### src/rtl/id_ex_operand_stage.sv
// id_ex_operand_stage
//   ID/EX pipeline register feeding the ALU. Captures decoded operands and
//   control from ID, decodes the 3-bit ALU control at capture time, resolves
//   EX/MEM and MEM/WB forwarding for rs and rt combinationally in EX, and
//   flags load-use hazards for the pipeline controller.
//
//   Ports
//     clk_i, rst_n_i            clock (rising edge), async active-low reset
//     stall_i, flush_i          hold / bubble (flush wins)
//     id_*                      decoded instruction fields from ID
//     exmem_*, memwb_*          forwarding sources from later stages
//     alu_data1_o/2_o/ctrl_o    ALU inputs
//     ex_store_data_o           forwarded rt for stores
//     ex_*                      registered EX-stage control
//     load_use_o                combinational load-use hazard flag

// Per-source forwarding mux: EX/MEM beats MEM/WB, r0 is never forwarded.
module id_ex_fwd_mux #(
   parameter int DW = 32,
   parameter int AW = 5
) (
   input  logic [AW-1:0] src_addr,
   input  logic [DW-1:0] reg_data,
   input  logic          exmem_reg_write,
   input  logic [AW-1:0] exmem_rd_addr,
   input  logic [DW-1:0] exmem_data,
   input  logic          memwb_reg_write,
   input  logic [AW-1:0] memwb_rd_addr,
   input  logic [DW-1:0] memwb_data,
   output logic [DW-1:0] fwd_data
);
   logic nz;
   assign nz = (src_addr != '0);

   always_comb begin
      fwd_data = reg_data;
      if (exmem_reg_write && nz && (exmem_rd_addr == src_addr))
         fwd_data = exmem_data;
      else if (memwb_reg_write && nz && (memwb_rd_addr == src_addr))
         fwd_data = memwb_data;
   end
endmodule

module id_ex_operand_stage #(
   parameter int DW = 32,
   parameter int AW = 5
) (
   input  logic          clk_i,
   input  logic          rst_n_i,
   input  logic          stall_i,
   input  logic          flush_i,
   input  logic          id_valid_i,
   input  logic [DW-1:0] id_rs_data_i,
   input  logic [DW-1:0] id_rt_data_i,
   input  logic [DW-1:0] id_imm_i,
   input  logic [AW-1:0] id_rs_addr_i,
   input  logic [AW-1:0] id_rt_addr_i,
   input  logic [AW-1:0] id_rd_addr_i,
   input  logic [1:0]    id_alu_op_i,
   input  logic [5:0]    id_funct_i,
   input  logic          id_alu_src_i,
   input  logic          id_reg_dst_i,
   input  logic          id_reg_write_i,
   input  logic          id_mem_read_i,
   input  logic          id_mem_write_i,
   input  logic          id_mem_to_reg_i,
   input  logic          exmem_reg_write_i,
   input  logic [AW-1:0] exmem_rd_addr_i,
   input  logic [DW-1:0] exmem_data_i,
   input  logic          memwb_reg_write_i,
   input  logic [AW-1:0] memwb_rd_addr_i,
   input  logic [DW-1:0] memwb_data_i,
   output logic [DW-1:0] alu_data1_o,
   output logic [DW-1:0] alu_data2_o,
   output logic [2:0]    alu_ctrl_o,
   output logic [DW-1:0] ex_store_data_o,
   output logic          ex_valid_o,
   output logic [AW-1:0] ex_dest_addr_o,
   output logic          ex_reg_write_o,
   output logic          ex_mem_read_o,
   output logic          ex_mem_write_o,
   output logic          ex_mem_to_reg_o,
   output logic          ex_illegal_o,
   output logic          load_use_o
);
   localparam int NSRC = 2;  // index 0 = rs, 1 = rt

   // control state
   logic          ex_valid_q, reg_write_q, mem_read_q, mem_write_q, mem_to_reg_q;
   logic [2:0]    alu_ctrl_q;
   logic          illegal_q;
   // data state (don't-care after a flush, so it simply holds)
   logic [DW-1:0] rs_data_q, rt_data_q, imm_q;
   logic [AW-1:0] rs_addr_q, rt_addr_q, dest_q;
   logic          alu_src_q;

   logic [2:0]    alu_ctrl_d;
   logic          illegal_d;

   always_comb begin
      alu_ctrl_d = 3'b010;
      illegal_d  = 1'b0;
      case (id_alu_op_i)
         2'b00: alu_ctrl_d = 3'b010;
         2'b01: alu_ctrl_d = 3'b110;
         2'b11: alu_ctrl_d = 3'b001;
         default: begin
            case (id_funct_i)
               6'b100000: alu_ctrl_d = 3'b010;
               6'b100010: alu_ctrl_d = 3'b110;
               6'b100100: alu_ctrl_d = 3'b000;
               6'b100101: alu_ctrl_d = 3'b001;
               6'b011000: alu_ctrl_d = 3'b011;
               6'b101010: alu_ctrl_d = 3'b111;
               default: begin
                  alu_ctrl_d = 3'b010;
                  illegal_d  = 1'b1;
               end
            endcase
         end
      endcase
   end

   // Controls are qualified by id_valid_i so a bubble never carries side effects.
   always_ff @(posedge clk_i or negedge rst_n_i) begin
      if (!rst_n_i) begin
         ex_valid_q   <= 1'b0;
         reg_write_q  <= 1'b0;
         mem_read_q   <= 1'b0;
         mem_write_q  <= 1'b0;
         mem_to_reg_q <= 1'b0;
         alu_ctrl_q   <= 3'b000;
         illegal_q    <= 1'b0;
      end else if (flush_i) begin
         ex_valid_q   <= 1'b0;
         reg_write_q  <= 1'b0;
         mem_read_q   <= 1'b0;
         mem_write_q  <= 1'b0;
         mem_to_reg_q <= 1'b0;
         alu_ctrl_q   <= 3'b000;
         illegal_q    <= 1'b0;
      end else if (!stall_i) begin
         ex_valid_q   <= id_valid_i;
         reg_write_q  <= id_valid_i & id_reg_write_i;
         mem_read_q   <= id_valid_i & id_mem_read_i;
         mem_write_q  <= id_valid_i & id_mem_write_i;
         mem_to_reg_q <= id_valid_i & id_mem_to_reg_i;
         alu_ctrl_q   <= id_valid_i ? alu_ctrl_d : 3'b000;
         illegal_q    <= id_valid_i & illegal_d;
      end
   end

   always_ff @(posedge clk_i or negedge rst_n_i) begin
      if (!rst_n_i) begin
         rs_data_q <= '0;
         rt_data_q <= '0;
         imm_q     <= '0;
         rs_addr_q <= '0;
         rt_addr_q <= '0;
         dest_q    <= '0;
         alu_src_q <= 1'b0;
      end else if (!flush_i && !stall_i) begin
         rs_data_q <= id_rs_data_i;
         rt_data_q <= id_rt_data_i;
         imm_q     <= id_imm_i;
         rs_addr_q <= id_rs_addr_i;
         rt_addr_q <= id_rt_addr_i;
         dest_q    <= id_reg_dst_i ? id_rd_addr_i : id_rt_addr_i;
         alu_src_q <= id_alu_src_i;
      end
   end

   logic [NSRC-1:0][AW-1:0] src_addr;
   logic [NSRC-1:0][DW-1:0] src_data, fwd_data;

   assign src_addr = {rt_addr_q, rs_addr_q};
   assign src_data = {rt_data_q, rs_data_q};

   for (genvar g = 0; g < NSRC; g++) begin : g_fwd
      id_ex_fwd_mux #(.DW(DW), .AW(AW)) u_fwd (
         .src_addr        (src_addr[g]),
         .reg_data        (src_data[g]),
         .exmem_reg_write (exmem_reg_write_i),
         .exmem_rd_addr   (exmem_rd_addr_i),
         .exmem_data      (exmem_data_i),
         .memwb_reg_write (memwb_reg_write_i),
         .memwb_rd_addr   (memwb_rd_addr_i),
         .memwb_data      (memwb_data_i),
         .fwd_data        (fwd_data[g])
      );
   end

   assign alu_data1_o     = fwd_data[0];
   assign alu_data2_o     = alu_src_q ? imm_q : fwd_data[1];
   assign ex_store_data_o = fwd_data[1];
   assign alu_ctrl_o      = alu_ctrl_q;
   assign ex_valid_o      = ex_valid_q;
   assign ex_dest_addr_o  = dest_q;
   assign ex_reg_write_o  = reg_write_q;
   assign ex_mem_read_o   = mem_read_q;
   assign ex_mem_write_o  = mem_write_q;
   assign ex_mem_to_reg_o = mem_to_reg_q;
   assign ex_illegal_o    = illegal_q;

   // Load in EX whose destination is read by the instruction now in ID.
   assign load_use_o = ex_valid_q & mem_read_q & (rt_addr_q != '0) & id_valid_i &
                       ((rt_addr_q == id_rs_addr_i) | (rt_addr_q == id_rt_addr_i));
endmodule

### config.mk
export PLATFORM = sky130hd
export DESIGN_NAME = id_ex_operand_stage
export DESIGN_NICKNAME = d
export VERILOG_FILES = /design/src/rtl/id_ex_operand_stage.sv
export SDC_FILE = /design/constraint.sdc
export NUM_CORES = 1
export LEC_CHECK = 0
export ABC_CLOCK_PERIOD_IN_PS = 2740
export CAP_MARGIN = 15
export CORE_AREA = 2 2 124 126
export CTS_BUF_LIST = sky130_fd_sc_hd__clkbuf_8
export DETAILED_ROUTE_END_ITERATION = 12
export DIE_AREA = 0 0 126 128
export DONT_BUFFER_PORTS = 1
export PLACE_DENSITY_LB_ADDON = 0.05
export SYNTH_ARGS = -nofsm -noshare
export SYNTH_HDL_FRONTEND = slang
export SYNTH_SLANG_ARGS = --single-unit
### constraint.sdc
create_clock -name clk_i -period 2.74 [get_ports clk_i]
set_input_delay 0.411 -clock clk_i [delete_from_list [all_inputs] [get_ports clk_i]]
set_output_delay 0.411 -clock clk_i [all_outputs]
set_load 0.1 [all_outputs]
After elaboration in Yosys (flattened, before gate mapping)
Index checks and enable logic that the tools add are counted.
{"block": "op_classes", "n_eq_ne": 15, "muxes": 25, "n_bitwise": 10, "reduce_logical": 16}
{"operator": "2-to-1 mux 32 bit", "n": 5}
{"operator": "== test 5 bit", "n": 6}
{"operator": "== test 6 bit, second input constant", "n": 5}
{"operator": "case mux 3 bit (5 select lines)", "n": 1}
{"operator": "2-to-1 mux 1 bit", "n": 14}
{"operator": "nonzero test 5 bit", "n": 2}
{"operator": "bitwise AND 1 bit", "n": 9}
{"operator": "logical AND 1 bit", "n": 9}
{"operator": "2-to-1 mux 3 bit", "n": 3}
{"operator": "case mux 3 bit (3 select lines)", "n": 1}
{"operator": "== test 6 x 5 -> 1 bit, second input constant", "n": 1}
{"operator": "OR reduction 6 bit", "n": 1}
{"operator": "2-to-1 mux 5 bit", "n": 1}
{"operator": "OR reduction 3 bit", "n": 1}
{"operator": "== test 2 x 1 -> 1 bit, second input constant", "n": 1}
{"operator": "== test 2 bit, second input constant", "n": 1}
{"operator": "logical NOT 1 bit", "n": 2}
{"operator": "logical NOT 2 bit", "n": 1}
{"operator": "inequality test 2 x 1 -> 1 bit, second input constant", "n": 1}
{"operator": "OR 1 bit", "n": 1}
{"block": "word_totals", "regBits": 121, "in_bits": 206, "out_inout_bits": 111, "elab_cells": 80}

Longest topological paths before layout
{"block": "logic_depth", "depth_word": 7, "ltp_mapped": 8, "depth_no_buf": 5}

Modules after synthesis
A second synthesis with hierarchy kept.
{"block": "hier_totals", "hier_cells": 686, "area_unflattened_um2": 7577.3}
{"module": "id_ex_operand_stage", "n_inst": 1, "cells_per_inst": 348, "area_per_inst_um2": 5680.4, "seq_area_each_um2": 3027.9}
{"module": "id_ex_fwd_mux", "n_inst": 2, "cells_per_inst": 169, "area_per_inst_um2": 948.4, "seq_area_each_um2": 0.0}

Least setup slack after synthesis
Ideal clock, no wire load.
{"block": "synth_timing", "path_type": "flip-flop to output port", "from": "register rt_addr_q[1]", "to": "output alu_data2_o[0]", "t_arrival_ns": 4.027, "required_time_ns": 2.329, "slack_ns": -1.698, "path_stages_with_launch": 8, "path_buffers": 2, "path_cell_list": "dfrtp_1 buf_2 or4_4 nor2_1 buf_2 o31ai_1 a31oi_1 mux2_2"}
{"block": "synth_via", "elab_chain_len": 6, "elab_cells_between_ends": 10, "cone_classes": "2 x eq/ne; 3 x mux; 5 x reduce/logical"}
{"element": "start, declared", "line": "94", "rtl": "logic [AW-1:0] rs_addr_q, rt_addr_q, dest_q;"}
{"element": "start signal, assigned", "line": "167", "rtl": "rt_addr_q <= id_rt_addr_i;"}
{"element": "nonzero test 5 bit", "line": "33", "rtl": "assign nz = (src_addr != '0);"}
{"element": "logical AND 1 bit (2 in a row)", "line": "39", "rtl": "else if (memwb_reg_write && nz && (memwb_rd_addr == src_addr))"}
{"element": "2-to-1 mux 32 bit", "line": "39"}
{"element": "2-to-1 mux 32 bit (*)", "line": "37", "rtl": "if (exmem_reg_write && nz && (exmem_rd_addr == src_addr))"}
{"element": "net ex_store_data_o[0]", "line": "76", "rtl": "output logic [DW-1:0] ex_store_data_o,"}
{"element": "2-to-1 mux 32 bit (*)", "line": "194", "rtl": "assign alu_data2_o = alu_src_q ? imm_q : fwd_data[1];"}
{"element": "end, declared", "line": "74", "rtl": "output logic [DW-1:0] alu_data2_o,"}
Mark *: on every way through the listed nets, which the timed path passes. The rest lies on a longest branch.

Worst setup path in the final report
{"block": "layout_timing", "from": "register rt_addr_q[1]", "to": "output alu_data2_o[24]"}
{"block": "layout_via", "elab_chain_len": 6, "elab_cells_between_ends": 10, "cone_classes": "2 x eq/ne; 3 x mux; 5 x reduce/logical"}
{"element": "nonzero test 5 bit", "line": "33"}
{"element": "logical AND 1 bit (2 in a row)", "line": "39"}
{"element": "2-to-1 mux 32 bit", "line": "39"}
{"element": "2-to-1 mux 32 bit (*)", "line": "37"}
{"element": "2-to-1 mux 32 bit (*)", "line": "194"}
Mark *: on every way between the ends. The rest lies on a longest branch, timed or not.

==> results.yml <==
place:
  numPortBuffers: 0
  dpl.cell_count: 912
  gpl.final_weighted_congestion: 0.841
  place_worst_setup_slack_ns: -0.152
  post-dp-hpwl_mm: 17.3
critical_path:
  path_buf_inv: 2
  endpoint_kind: "output pin"
  worst_setup_path_start_kind: "flop"
  path_cells: "buf_4 -> xnor2_2 -> nand2_1 -> buf_4 -> o31ai_1 -> a31oi_4 -> mux2_4"
  critical-path-slowest-cell: "o31ai_1"
  critical_path.most_common_cell: "buf_4"
  critical-path-max-stage-delay_ns: 0.53
  crit_type: "flop to output pin"
  critPathTopFamily: "compound AO/OA/AOI/OAI gates"
  cp.required_ns: 2.33
  cp_max_fo: 30
  arrival_ns: 2.73
grt:
  grt_first_pass_wirelength_mm: 36.7
  antenna_found_initial: 3
  grt_pass1_vias: 6487
  grtUsageTotal_pct: 29.4
  grt_remaining_overflow: 0
  largest_net_degree_at_the_start_of_global_routing: 122
drt:
  drtPass1Iterations: 5
  detail_route.wirelength_mm: 26.3
  antenna_violating_nets_post_route: 0
  num_vias: 6344
  dr.first_iter.drc_count: 421
  post_drt_via_cell_ratio: 6.34
  post_drt_wl_per_cell_um: 26.3
  post-route-drc-count: 0
finish:
  finalNetCount: 1004
  layout-area-overhead-vs-synth_pct: 58.2
  layout_commonest_cell: "dfrtp_1"
  layout.area.seq_sq_mm: 0.00303
  multi_input_gate_area_in_the_final_layout_sq_mm: 0.00519
  final_cell_mix: "dfrtp_1 (117), mux2_2 (107), buf_12 (71)"
  num-fill-cells: 964
  post_layout_nonfiller_instances: 1000
  drive_gt1_share_pct: 58.1
synthesis:
  share_of_synthesized_area_occupied_by_flip_flops_and_latches_pct: 42.4
  yosysTopAreaCellShare_pct: 42.4
  netlist_area_sq_mm: 0.00713
  synthesis.yosys.warnings: 0
  synth.avg_cell_area_sq_um: 10.4
  synth.net_count: 895
  synthesis.instances: 689
  synthFlopType: "dfrtp_1"
  ys_top_cells_by_area: "dfrtp_1 (42%), mux2_2 (22%), mux2i_1 (5.2%)"
  synth_enable_flop_cells: 0
  synth.ff_latch_count: 121
  count_of_unique_library_cells_instantiated_by_yosys: 37
  synth-async-reset-ratio_pct: 100
  yosys.area.top_type: "dfrtp_1"
sta:
  worstMarginPinSlew_ns: 0.922
  aggregate_negative_setup_slack_ns: -21.70
  postLayoutSetupSlackWorst_ns: -0.398
  fin_crit_period_ns: 3.14
  final_setup_violating_endpoints: 96
  final_hold_violating_endpoints: 121
  hold_ws_ns: -0.344
  clock_skew_ns: 0
  worst_slew_margin_rel_pct: 38.5
  max_freq_ghz: 0.319
  max_slew_violation_total_from_the_final_report: 0
  period_share_pct: 115
  grt_setup_unrepaired: "true"
floorplanning:
  fp.dieW_um: 126
  std_cell_rows: 45
  top_level_ports: 317
  core_area_sq_mm: 0.0149
  floorplan.initialDensity_pct: 48.0
  design.die.area_sq_mm: 0.0161
  die-height_um: 128
clock_tree:
  clock_sink_count: 121
  htree_levels: 4
  tritoncts: "built"
  cts_inserted_buffers: 17
  worstSkewPairLatency_ns: 0.44
  clock-root-buffer: "clkbuf_8"
  clock_slew_at_reported_path_ffs_ns: 0.08
  cts_buffer_depth: 2
status:
  violations: "hold timing, setup timing"
  outcome: "complete, but fails checks"
flow_run:
  max_cap_violations: 0
pwr:
  power.density_mw_per_mm2: 793
  cellLeakagePower_nw: 4.43
  max-vdd-ir-drop_mv: 0.566
  report.power.total_w: 0.00895
worst_hold_path:
  hold_path.class: "input pin to async pin"
==> per-stage QoR <==
step | area, sq um | utilization, %
2_1_floorplan | 8030 | -
3_3_place_gp | 9370 | 63.0
3_5_place_dp | 9370 | 63.0
4_1_cts | 10300 | 69.5
5_1_grt | 11300 | 75.9
6_report | 11300 | 76.0
==> layer usage <==
layer | global-route usage, % | routed length [um] | share of wire, %
met1 | 34.9 | 9760 | 37
met2 | 50.1 | 13400 | 51
met3 | 8.93 | 2070 | 7.9
met4 | 11.8 | 1060 | 4.0
met5 | 0 | 20 | 0.076
==> where the power goes <==
group          internal [W]  total (W)  switching [W]  leakage [nW]
clock              0.000901    0.00171       0.000807         0.198
sequential          0.00203    0.00233       0.000298          1.43
combinational       0.00170    0.00491        0.00321          2.80
total               0.00464    0.00895        0.00431          4.43
==> registers in the layout, indices dropped and copies added (netlist names) <==
| signal | flops |
|---|---|
| ex_reg_write_o | 1 |
| rs_data_q | 32 |
| ex_mem_to_reg_o | 1 |
| ex_dest_addr_o | 5 |
| alu_ctrl_o | 3 |
| rt_data_q | 32 |
| ex_mem_write_o | 1 |
| ex_mem_read_o | 1 |
| ex_valid_o | 1 |
| imm_q | 32 |
| ex_illegal_o | 1 |
| rt_addr_q | 5 |
| alu_src_q | 1 |
| rs_addr_q | 5 |
==> layout make-up <==
cell class	count	area share, %
timing repair buffer	156	21.3
inverter	1	0.0332
tap	188	2.08
multi-input combinational	501	46.0
antenna	2	0.0443
clock inverter	14	1.55
clock buffer	17	2.07
sequential	121	26.9
==> path summary, 6_finish.rpt <==
path	slack, ns	depth (start not counted)	endpoint	startpoint
worst max-delay path	-0.40	7	alu_data2_o[24]	rt_addr_q[1]
worst min-delay path	-0.34	0	imm_q[21]	rst_n_i
worst max register to register	1.38	2	ex_mem_write_o	ex_mem_write_o
worst min register to register	0.51	1	rs_data_q[14]	rs_data_q[14]
max in group asynchronous	2.73	0	rt_addr_q[4]	rst_n_i
min in group clk_i	0.02	1	alu_ctrl_o[2]	flush_i
==> Yosys cell counts (3+ instances only) <==
| library cell | number |
|---|---|
| mux2_2 | 137 |
| dfrtp_1 | 121 |
| clkbuf_1 | 48 |
| nand2_1 | 38 |
| mux2i_1 | 37 |
| o21ai_0 | 35 |
| o31ai_1 | 33 |
| and3_1 | 32 |
| nand3_1 | 32 |
| nor3_1 | 32 |
| a31oi_1 | 30 |
| nor2_1 | 21 |
| xnor2_1 | 20 |
| a21oi_1 | 11 |
| buf_2 | 11 |
| xor2_1 | 10 |
| a22oi_1 | 5 |
| nand4_1 | 5 |
| buf_1 | 4 |
| buf_4 | 3 |
| nand2b_1 | 3 |
==> logic make-up (layout without fill, tap and decap cells) <==
| family | after synthesis | in the layout | synth area share (%) |
|---|---|---|---|
| xor gates and xnor gates | 30 | 30 | 3.68 |
| muxes | 174 | 174 | 26.8 |
| and+or+nand+nor | 178 | 178 | 12.7 |
| other | 0 | 2 | 0 |
| AOI/OAI and AO/OA | 119 | 119 | 10.5 |
| DFF | 121 | 121 | 42.4 |
| buffers and inverters | 67 | 188 | 3.88 |
==> repair_timing <==
action / 4_1_cts / 5_1_grt
endpoints found under the hold margin: 125 / 123
pin swaps: 23 / 35
endpoints found under the setup margin: 96 / 97
resized for setup: 71 / 137
hold buffers: 2 / 2
gates cloned: 4 / 7
buffers inserted: 14 / 31
Power figures use the tool's default switching activity.
